`src/rtl/alu_pkg.sv`:
```
// Shared op-code and FSM-state encodings for multicycle_alu and its iterative datapath.
package alu_pkg;

    localparam logic [3:0] OpAnd   = 4'b0000;
    localparam logic [3:0] OpOr    = 4'b0001;
    localparam logic [3:0] OpAdd   = 4'b0010;
    localparam logic [3:0] OpSub   = 4'b0110;
    localparam logic [3:0] OpSlt   = 4'b0111;
    localparam logic [3:0] OpNor   = 4'b1100;
    localparam logic [3:0] OpMult  = 4'b1000;
    localparam logic [3:0] OpMultu = 4'b1001;
    localparam logic [3:0] OpDiv   = 4'b1010;
    localparam logic [3:0] OpDivu  = 4'b1011;

    localparam logic [1:0] StIdle = 2'd0;
    localparam logic [1:0] StMul  = 2'd1;
    localparam logic [1:0] StDiv  = 2'd2;
    localparam logic [1:0] StDone = 2'd3;

    function automatic logic is_muldiv_op(input logic [3:0] op);
        return (op == OpMult) || (op == OpMultu) || (op == OpDiv) || (op == OpDivu);
    endfunction

endpackage

```
`src/rtl/muldiv_iter.sv`:
```
// Iterative shift-add multiplier / restoring divider, one bit per cycle for WIDTH cycles.
// Operates on magnitudes; signs are re-applied on the final step.
module muldiv_iter #(
    parameter int unsigned WIDTH = 32
) (
    input  logic             clk_i,
    input  logic             rst_ni,
    input  logic             start_i,
    input  logic             is_div_i,
    input  logic             is_signed_i,
    input  logic [WIDTH-1:0] a_i,
    input  logic [WIDTH-1:0] b_i,
    output logic             done_o,
    output logic [WIDTH-1:0] hi_o,
    output logic [WIDTH-1:0] lo_o
);

    localparam int unsigned CntW = $clog2(WIDTH);

    logic             busy_q, busy_d;
    logic [CntW-1:0]  cnt_q, cnt_d;
    logic             is_div_q, is_div_d;
    logic             neg_q, neg_d;
    logic             rem_neg_q, rem_neg_d;
    logic             dz_q, dz_d;
    logic [WIDTH-1:0] dvd_q, dvd_d;
    logic [WIDTH-1:0] mcand_q, mcand_d;
    logic [WIDTH-1:0] hi_q, hi_d;
    logic [WIDTH-1:0] lo_q, lo_d;

    logic             a_neg, b_neg;
    logic [WIDTH-1:0] a_mag, b_mag;
    logic [WIDTH:0]   add_sum, shifted;
    logic [WIDTH-1:0] rem_sub, hi_step, lo_step;
    logic [2*WIDTH-1:0] prod;

    assign done_o = busy_q && (cnt_q == CntW'(WIDTH - 1));

    always_comb begin
        a_neg   = is_signed_i & a_i[WIDTH-1];
        b_neg   = is_signed_i & b_i[WIDTH-1];
        a_mag   = a_neg ? -a_i : a_i;
        b_mag   = b_neg ? -b_i : b_i;

        add_sum = {1'b0, hi_q} + (lo_q[0] ? {1'b0, mcand_q} : '0);
        shifted = {hi_q, lo_q[WIDTH-1]};
        rem_sub = WIDTH'(shifted - {1'b0, mcand_q});
        if (is_div_q) begin
            if (shifted >= {1'b0, mcand_q}) begin
                hi_step = rem_sub;
                lo_step = {lo_q[WIDTH-2:0], 1'b1};
            end else begin
                hi_step = shifted[WIDTH-1:0];
                lo_step = {lo_q[WIDTH-2:0], 1'b0};
            end
        end else begin
            hi_step = add_sum[WIDTH:1];
            lo_step = {add_sum[0], lo_q[WIDTH-1:1]};
        end

        prod = {hi_step, lo_step};
        if (neg_q) begin
            prod = -prod;
        end
        hi_o = prod[2*WIDTH-1:WIDTH];
        lo_o = prod[WIDTH-1:0];
        if (is_div_q) begin
            lo_o = neg_q ? -lo_step : lo_step;
            hi_o = rem_neg_q ? -hi_step : hi_step;
            // Divide by zero reports the raw dividend rather than the shifted magnitude.
            if (dz_q) begin
                lo_o = '1;
                hi_o = dvd_q;
            end
        end
    end

    always_comb begin
        busy_d    = busy_q;
        cnt_d     = cnt_q;
        is_div_d  = is_div_q;
        neg_d     = neg_q;
        rem_neg_d = rem_neg_q;
        dz_d      = dz_q;
        dvd_d     = dvd_q;
        mcand_d   = mcand_q;
        hi_d      = hi_q;
        lo_d      = lo_q;
        if (start_i) begin
            busy_d    = 1'b1;
            cnt_d     = '0;
            is_div_d  = is_div_i;
            neg_d     = a_neg ^ b_neg;
            rem_neg_d = a_neg;
            dz_d      = (b_i == '0);
            dvd_d     = a_i;
            hi_d      = '0;
            mcand_d   = is_div_i ? b_mag : a_mag;
            lo_d      = is_div_i ? a_mag : b_mag;
        end else if (busy_q) begin
            hi_d  = hi_step;
            lo_d  = lo_step;
            cnt_d = cnt_q + CntW'(1);
            if (done_o) begin
                busy_d = 1'b0;
            end
        end
    end

    always_ff @(posedge clk_i or negedge rst_ni) begin
        if (!rst_ni) begin
            busy_q    <= 1'b0;
            cnt_q     <= '0;
            is_div_q  <= 1'b0;
            neg_q     <= 1'b0;
            rem_neg_q <= 1'b0;
            dz_q      <= 1'b0;
            dvd_q     <= '0;
            mcand_q   <= '0;
            hi_q      <= '0;
            lo_q      <= '0;
        end else begin
            busy_q    <= busy_d;
            cnt_q     <= cnt_d;
            is_div_q  <= is_div_d;
            neg_q     <= neg_d;
            rem_neg_q <= rem_neg_d;
            dz_q      <= dz_d;
            dvd_q     <= dvd_d;
            mcand_q   <= mcand_d;
            hi_q      <= hi_d;
            lo_q      <= lo_d;
        end
    end

endmodule

```
`src/rtl/multicycle_alu.sv`:
```
// Multi-cycle ALU with valid/ready request and response handshakes.
// Define MULTICYCLE_ALU_MULDIV_EN to build the iterative mult/multu/div/divu datapath.
module multicycle_alu
    import alu_pkg::*;
#(
    parameter int unsigned WIDTH = 32
) (
    input  logic             clk,
    input  logic             rst_n,
    input  logic [WIDTH-1:0] a,
    input  logic [WIDTH-1:0] b,
    input  logic [3:0]       alu_op,
    input  logic             in_valid,
    output logic             in_ready,
    output logic             out_valid,
    input  logic             out_ready,
    output logic [WIDTH-1:0] result,
    output logic [WIDTH-1:0] hi,
    output logic [WIDTH-1:0] lo,
    output logic             zero,
    output logic             illegal
);

    logic [1:0]       state_q, state_d;
    logic             armed_q, armed_d;
    logic [WIDTH-1:0] result_q, result_d;
    logic [WIDTH-1:0] hi_q, hi_d;
    logic [WIDTH-1:0] lo_q, lo_d;
    logic             illegal_q, illegal_d;

    logic             accept, md_start, md_done;
    logic [WIDTH-1:0] md_hi, md_lo, alu_res;
    logic             alu_ill;

    // armed_q keeps in_ready low until the first clock edge after reset release.
    assign in_ready  = armed_q && (state_q == StIdle);
    assign accept    = in_valid && in_ready;
    assign out_valid = (state_q == StDone);
    assign result    = result_q;
    assign hi        = hi_q;
    assign lo        = lo_q;
    assign zero      = (result_q == '0);
    assign illegal   = illegal_q;

    always_comb begin
        alu_res = '0;
        alu_ill = 1'b0;
        case (alu_op)
            OpAnd:   alu_res = a & b;
            OpOr:    alu_res = a | b;
            OpAdd:   alu_res = a + b;
            OpSub:   alu_res = a - b;
            OpSlt:   alu_res = {{(WIDTH - 1){1'b0}}, $signed(a) < $signed(b)};
            OpNor:   alu_res = ~(a | b);
            default: alu_ill = 1'b1;
        endcase
    end

`ifdef MULTICYCLE_ALU_MULDIV_EN
    assign md_start = accept && is_muldiv_op(alu_op);

    muldiv_iter #(
        .WIDTH(WIDTH)
    ) u_muldiv (
        .clk_i      (clk),
        .rst_ni     (rst_n),
        .start_i    (md_start),
        .is_div_i   (alu_op[1]),
        .is_signed_i(~alu_op[0]),
        .a_i        (a),
        .b_i        (b),
        .done_o     (md_done),
        .hi_o       (md_hi),
        .lo_o       (md_lo)
    );
`else
    assign md_start = 1'b0;
    assign md_done  = 1'b0;
    assign md_hi    = '0;
    assign md_lo    = '0;
`endif

    always_comb begin
        state_d   = state_q;
        armed_d   = 1'b1;
        result_d  = result_q;
        hi_d      = hi_q;
        lo_d      = lo_q;
        illegal_d = illegal_q;
        unique case (state_q)
            StIdle: begin
                if (md_start) begin
                    state_d = alu_op[1] ? StDiv : StMul;
                end else if (accept) begin
                    state_d   = StDone;
                    result_d  = alu_res;
                    illegal_d = alu_ill;
                end
            end
            StMul, StDiv: begin
                if (md_done) begin
                    state_d   = StDone;
                    hi_d      = md_hi;
                    lo_d      = md_lo;
                    result_d  = md_lo;
                    illegal_d = 1'b0;
                end
            end
            StDone: begin
                if (out_ready) begin
                    state_d = StIdle;
                end
            end
            default: state_d = StIdle;
        endcase
    end

    always_ff @(posedge clk or negedge rst_n) begin
        if (!rst_n) begin
            state_q   <= StIdle;
            armed_q   <= 1'b0;
            result_q  <= '0;
            hi_q      <= '0;
            lo_q      <= '0;
            illegal_q <= 1'b0;
        end else begin
            state_q   <= state_d;
            armed_q   <= armed_d;
            result_q  <= result_d;
            hi_q      <= hi_d;
            lo_q      <= lo_d;
            illegal_q <= illegal_d;
        end
    end

endmodule

```
`config.mk`:
```
export PLATFORM = sky130hd
export DESIGN_NAME = multicycle_alu
export DESIGN_NICKNAME = d
export VERILOG_FILES = /design/src/rtl/alu_pkg.sv /design/src/rtl/muldiv_iter.sv /design/src/rtl/multicycle_alu.sv
export SDC_FILE = /design/constraint.sdc
export NUM_CORES = 1
export LEC_CHECK = 0
export ABC_CLOCK_PERIOD_IN_PS = 4100
export CORE_MARGIN = 8
export CORE_UTILIZATION = 45
export DETAILED_ROUTE_END_ITERATION = 16
export GPL_TIMING_DRIVEN = 0
export PLACE_DENSITY = 0.75
export SETUP_SLACK_MARGIN = 0.15
export SLEW_MARGIN = 20
export SYNTH_ARGS = -nofsm -noshare
export SYNTH_HDL_FRONTEND = slang
export SYNTH_SLANG_ARGS = --single-unit
```
`constraint.sdc`:
```
create_clock -name clk -period 4.1 [get_ports clk]
set_input_delay 0.615 -clock clk [delete_from_list [all_inputs] [get_ports clk]]
set_output_delay 0.615 -clock clk [all_outputs]
set_load 0.01 [all_outputs]
```
==> out/results.ini, run 1 <==
[detailed_routing]
drt-pass1-iter-count=7
routed_wl_um=23700
drtIter0Drc=856
drt.antenna.violating_nets=0
detail_route.wl_per_cell_um=18.8
vias=7288
vias_per_cell=5.78
drc=0

[sta]
timing.final.crit_period_ps=3890
hold_viol_final=0
setup_violations=0
worstMarginPinSlew_ps=928
timing.fmax_mhz=257
period_share_pct=94.8
fin_tns_setup_ps=0
relSlewSlack_pct=37.4
rsz0062_at_grt=yes
clock_skew_ps=4.43
drv_slew=0

[yosys]
yosysUniqueCellTypes=73
syn_inst=897
synth_edf_count=0
async_flop_share_pct=100
dominantRegCellSynth=dfrtp_1
synth_area_per_cell_um2=7.38
synth-compound-area-share_pct=30.0
synthSimpleGateAreaFrac_pct=17.5
synth-seq-area-share_pct=13.2
synth_top_family_by_area=compound AO/OA/AOI/OAI gates
synthAdderAreaFrac_pct=19.9
yosys_register_bits=35
yosys_warnings=0
syn_area_um2=6620
yosys-mux-area-fraction_pct=0.756
synth_xor_area_share_pct=3.57

[place]
dp.cells=1251
io_buffers=106
hpwl_um=19000
place_congestion=0.980

[floorplan]
initial_core_util_pct=45.7
io-pin-count=172
die_height_um=137
core_area_um2=14500
die_w_um=137
num_rows=44
die_area_um2=18800

[layout]
layout_commonest_cell=clkdlybuf4s50_1
antenna_cells=0
fin_nets=1252
drive_gt1_share_pct=10.4
mostFrequentLayoutCells=clkdlybuf4s50_1, ha_1, inv_1
final_cells=1261
syn2layout_area_growth_pct=27.5

[cts]
clk_pin_slew_ps=60
cts_max_path_buffers=2
htreeDepth=2
cts.sinks=35
cts-root-buf=clkbuf_16
hold_buffers=0
clk_latency_ps=290
numCtsBuffers=5
cts_tree=built

[outcome]
status=completed

[worst_setup_path]
crit_path_cell_trace=clkdlybuf4s50_1 > inv_1 > ha_1 > nor2b_4 > o31a_1 > o21ai_4 > o311ai_4 > a31o_1 > a221o_1 > a21o_1 > a221o_1 > a221o_1
r2r_start=state_q[0]
path_buf_inv=2
path_class=in -> reg
crit_fanout=6
regToRegSetupSlack_ps=1020
r2r-end=result[22]
crit_arrival_ps=4050
crit_top_cell=a221o_1
worstRegToRegCells=8
slowest_delay_ps=520
crit_family=compound AO/OA/AOI/OAI gates
critPathRequiredTime_ps=4270
slowest_stage=clkdlybuf4s50_1
worst_setup_path_start_kind=input pin
endpoint_kind=register

[global_routing]
grtUsageTotal_pct=24.5
grt_pass1_wl_um=36800
grt_max_degree=20
antenna_found_initial=0
overflow=0
grt_pass1_vias=6870

[power_and_ir_drop]
peakVddDrop_mv=0.139
power_mw=1.78
p_leak_nw=3.99
power_density_nw_per_um2=211

[worst_hold_path]
hold_path_class=in -> async

[run]
drv_cap=0

[through the flow]
stage                     hold slack [ps]  utilization (%)  setup slack, ps  instance area, µm²
after floorplan                       319                -              757                6850
after global placement                488             56.3             -482                8150
after detailed placement              500             56.4             -484                8170
after CTS                             312             57.6              106                8340
after global routing                  327             58.3              112                8440
final                                 296             58.3              214                8440
[synth_stat cells, types with 5 or more instances]
master	n	area share (%)
ha_1	102	19
inv_1	88	5.0
nor2_1	81	4.6
buf_4	65	7.4
a21oi_1	64	4.8
nand2_1	61	3.5
o21ai_0	49	3.7
clkbuf_1	36	2.0
dfrtp_1	35	13
xnor2_1	23	3.0
a22oi_1	18	2.0
a221oi_1	16	2.1
nor3_1	15	1.1
a21o_1	13	1.5
nand3_1	13	0.98
nor4_1	13	1.2
o221ai_1	12	1.6
o31ai_1	12	1.4
nand2b_1	10	0.95
nor2b_1	9	0.85
o21bai_1	9	1.0
a221o_1	8	1.2
and3_1	8	0.76
o211ai_1	8	0.91
a211oi_1	7	0.79
a31oi_1	7	0.66
nand4_1	7	0.66
o21a_1	7	0.79
or3_1	7	0.66
a2111oi_0	5	0.66
mux2i_1	5	0.76
o31a_1	5	0.66
[state kept, by name (all words and copies together), names as in the netlist]
register and cells:
illegal 1, armed_q 1, result 32, state_q 1
[what timing repair did]
action                     CTS  global route
setup endpoints to repair    7             9
buffers inserted             0             2
gates resized for setup     10            15
pin swaps                    0             6
[area by class of cell]
type                       instances  area [µm²]
timing repair buffer             109        1100
buffer                           109         663
inverter                          88         330
tap                              184         230
clock inverter                     3        15.0
clock buffer                       5         125
sequential                        35         876
multi-input combinational        728        5100
fill                            1405        6040
[worst register-to-register path: stages (launching register included)]
cell and delay, ps:
dfrtp_1 390, nor2b_1 150, nand2_1 90, clkbuf_1 260, nor2_1 740, nand3_1 600, or3_1 510, a32oi_1 160
a221o_1 130
[worst max path at each step]
stage          start         end  slack [ps]  depth (start not counted)
2_1_floorplan   a[0]  result[28]         760                         12
3_3_place_gp   a[13]  result[31]        -480                         13
3_5_place_dp    a[0]  result[28]        -480                         13
4_1_cts         a[0]  result[28]         110                         13
5_1_grt         a[2]  result[28]         110                         12
6_report        a[2]  result[28]         210                         12
[kinds of logic (layout without fill, tap and decap cells)]
logic type	Yosys count	after routing
other	2	65
adder cells (fa/ha/maj)	104	104
XOR/XNOR	27	27
AO/OA/AOI/OAI	284	284
flip-flops	35	35
buffers and inverters	197	314
multiplexers	5	5
AND/OR/NAND/NOR	243	243
[per-layer routing]
layer / track usage (%) / share of wire (%)
met4: 8.57 / 3.1
met1: 32.2 / 41
met5: 0 / 0
met3: 4.67 / 11
met2: 39.1 / 45
[where the power goes]
part	internal (mW)	switching (mW)	total [mW]	leakage [nW]
sequential	0.379	0.0380	0.417	0.462
combinational	0.425	0.549	0.974	3.46
clock	0.222	0.164	0.386	0.0733
Note: power is estimated with default switching activity, not from simulation.
==> inputs of run 2 (changes only) <==
--- a/config.mk
+++ b/config.mk
@@ -5,9 +5,10 @@
 export SDC_FILE = /design/constraint.sdc
 export NUM_CORES = 1
 export LEC_CHECK = 0
-export ABC_CLOCK_PERIOD_IN_PS = 4100
+export ABC_CLOCK_PERIOD_IN_PS = 5000
 export CORE_MARGIN = 8
 export CORE_UTILIZATION = 45
+export CTS_CLUSTER_SIZE = 16
 export DETAILED_ROUTE_END_ITERATION = 16
 export GPL_TIMING_DRIVEN = 0
 export PLACE_DENSITY = 0.75
==> constraint.sdc (replaced) <==
create_clock -name clk -period 5 [get_ports clk]
set_input_delay 0.75 -clock clk [delete_from_list [all_inputs] [get_ports clk]]
set_output_delay 0.75 -clock clk [all_outputs]
set_load 0.01 [all_outputs]
==> run 2 against run 1 <==
  * Cell area decreased by 1.5%
  * Utilization down 0.88 points
  * Power decreased by 19%
==> out/results.ini, run 2 (same netlist as run 1, synthesis figures left out) <==
[sta]
timing.final.crit_period_ps=4530
whs_ps=429  ; was 296 ps
fin_ws_ps=466  ; was 214 ps
period_share_pct=90.7
rsz0062_at_grt=no  ; was yes
clock_skew_ps=3.25  ; was 4.43 ps
hold_viol_final=0  ; unchanged
timing.fmax_mhz=221
relSlewSlack_pct=32.4  ; was 37.4%
fin_tns_setup_ps=0  ; unchanged
worstMarginPinSlew_ps=988  ; was 928 ps
setup_violations=0  ; unchanged
drv_slew=0  ; unchanged

[floorplan]
io-pin-count=172  ; unchanged
die_w_um=137  ; unchanged
initial_core_util_pct=45.7  ; unchanged
core_area_um2=14500  ; unchanged
die_height_um=137  ; unchanged
die_area_um2=18800  ; unchanged
num_rows=44  ; unchanged

[run]
drv_cap=0  ; unchanged

[global_routing]
grt_pass1_wl_um=36700  ; was 36800 µm
grt_max_degree=20  ; unchanged
antenna_found_initial=0  ; unchanged
grt_pass1_vias=6850  ; was 6870
overflow=0  ; unchanged
grtUsageTotal_pct=24.4  ; was 24.5%

[detailed_routing]
drc=0  ; unchanged
detail_route.wl_per_cell_um=18.7  ; was 18.8 µm
vias_per_cell=5.78  ; about the same
drt-pass1-iter-count=5  ; was 7
routed_wl_um=23500  ; was 23700 µm
drt.antenna.violating_nets=0  ; unchanged
vias=7277  ; was 7288
drtIter0Drc=825  ; was 856

[cts]
clk_pin_slew_ps=60  ; about the same
cts-root-buf=clkbuf_16  ; unchanged
ctsResizeCount=0  ; was 10
cts_tree=built  ; unchanged
htreeDepth=2  ; unchanged
hold_buffers=0  ; unchanged
numCtsBuffers=5  ; unchanged
cts_setup_buffers=0  ; unchanged
cts_max_path_buffers=2  ; unchanged
cts.sinks=35  ; unchanged
clk_latency_ps=290  ; about the same

[outcome]
status=completed  ; unchanged

[power_and_ir_drop]
p_leak_nw=3.94  ; was 3.99 nW
peakVddDrop_mv=0.113  ; was 0.139 mV
power_density_nw_per_um2=172  ; was 211 nW/µm²

[place]
placed_area_um2=8170  ; unchanged
io_buffers=106  ; unchanged
post-place-ws_ps=281  ; was -484 ps
hpwl_um=19000  ; unchanged
place_congestion=0.980  ; unchanged
dp.cells=1251  ; unchanged

[layout]
final_cells=1259  ; was 1261
finalInstanceArea_um2=8310  ; was 8440 µm²
layout_commonest_cell=clkdlybuf4s50_1  ; unchanged
mostFrequentLayoutCells=clkdlybuf4s50_1, ha_1, inv_1  ; unchanged
drive_gt1_share_pct=8.56  ; was 10.4%
syn2layout_area_growth_pct=25.5  ; was 27.5%
largest_register_ffs=32  ; unchanged
fillers=1429  ; was 1405
antenna_cells=0  ; unchanged
fin_nets=1250  ; was 1252

[worst_setup_path]
path_class=in -> reg  ; unchanged
crit_arrival_ps=4700  ; was 4050 ps
endpoint_kind=register  ; unchanged
crit_fanout=4  ; was 6
worst_setup_path_start_kind=input pin  ; unchanged
critPathRequiredTime_ps=5170  ; was 4270 ps

[worst_hold_path]
hold_path_class=in -> async  ; unchanged

run 2: changes by cell type in the layout (fill, tap and decap cells not counted), moves of 3 or more:
cell,change
clkbuf_1,+4
a21oi_1,+3
a2111oi_0,+3
clkbuf_2,-4
a21oi_2,-3
run 2: path summary, 6_finish.rpt:
kind / startpoint / endpoint / cells past startpoint / slack (ps)
worst min register to register: result[5] / result[5] / 2 / 510
worst max-delay path: a[0] / result[28] / 13 / 470
worst max register to register: state_q[0] / result[22] / 8 / 1930
min in group clk: result[5] / result[5] / 2 / 510
max in group asynchronous: rst_n / result[21] / 2 / 4110
worst min-delay path: rst_n / result[29] / 1 / 430
run 2: worst max-delay path, cell delays in order:
cell and delay, ps:
clkdlybuf4s50_1 530, inv_1 80, ha_1 240, fa_1 390
o21bai_1 260, a2111oi_1 160, nor4b_1 620, o31a_1 320
o22ai_2 150, o221ai_1 400, a21oi_1 160, a221o_1 320
a221o_1 320
run 2: report_power, final:
group	internal (mW)	leakage (nW)	total (mW)	switching, mW
Sequential	0.311	0.462	0.341	0.0309
Combinational	0.339	3.41	0.777	0.438
Clock	0.182	0.0733	0.314	0.132
Total	0.832	3.94	1.43	0.601
run 2: layout make-up:
cell class / count / area [µm²] / area share (%)
sequential: 35 / 876 / 10.5
tap: 184 / 230 / 2.77
clock buffer: 5 / 125 / 1.51
timing repair buffer: 107 / 1080 / 13.0
clock inverter: 3 / 15.0 / 0.181
multi-input combinational: 728 / 4990 / 60.1
inverter: 88 / 330 / 3.98
buffer: 109 / 658 / 7.92
run 2: routing by layer:
metal | up-vias | routed length, µm | track usage [%]
met5 | - | 0 | 0
met4 | 0 | 693 | 8.39
met3 | 62 | 2550 | 4.56
met2 | 416 | 10500 | 39.0
met1 | 3349 | 9730 | 32.2
li1 | 3450 | - | -
run 2: per-stage QoR:
| step | total power [mW] | util [%] |
|---|---|---|
| 3_3_place_gp | 1.10 | 56.3 |
| 2_1_floorplan | 0.822 | - |
| 5_1_grt | 1.52 | 57.4 |
| 6_report | 1.43 | 57.4 |
| 3_5_place_dp | 1.10 | 56.4 |
| 4_1_cts | 1.42 | 57.4 |
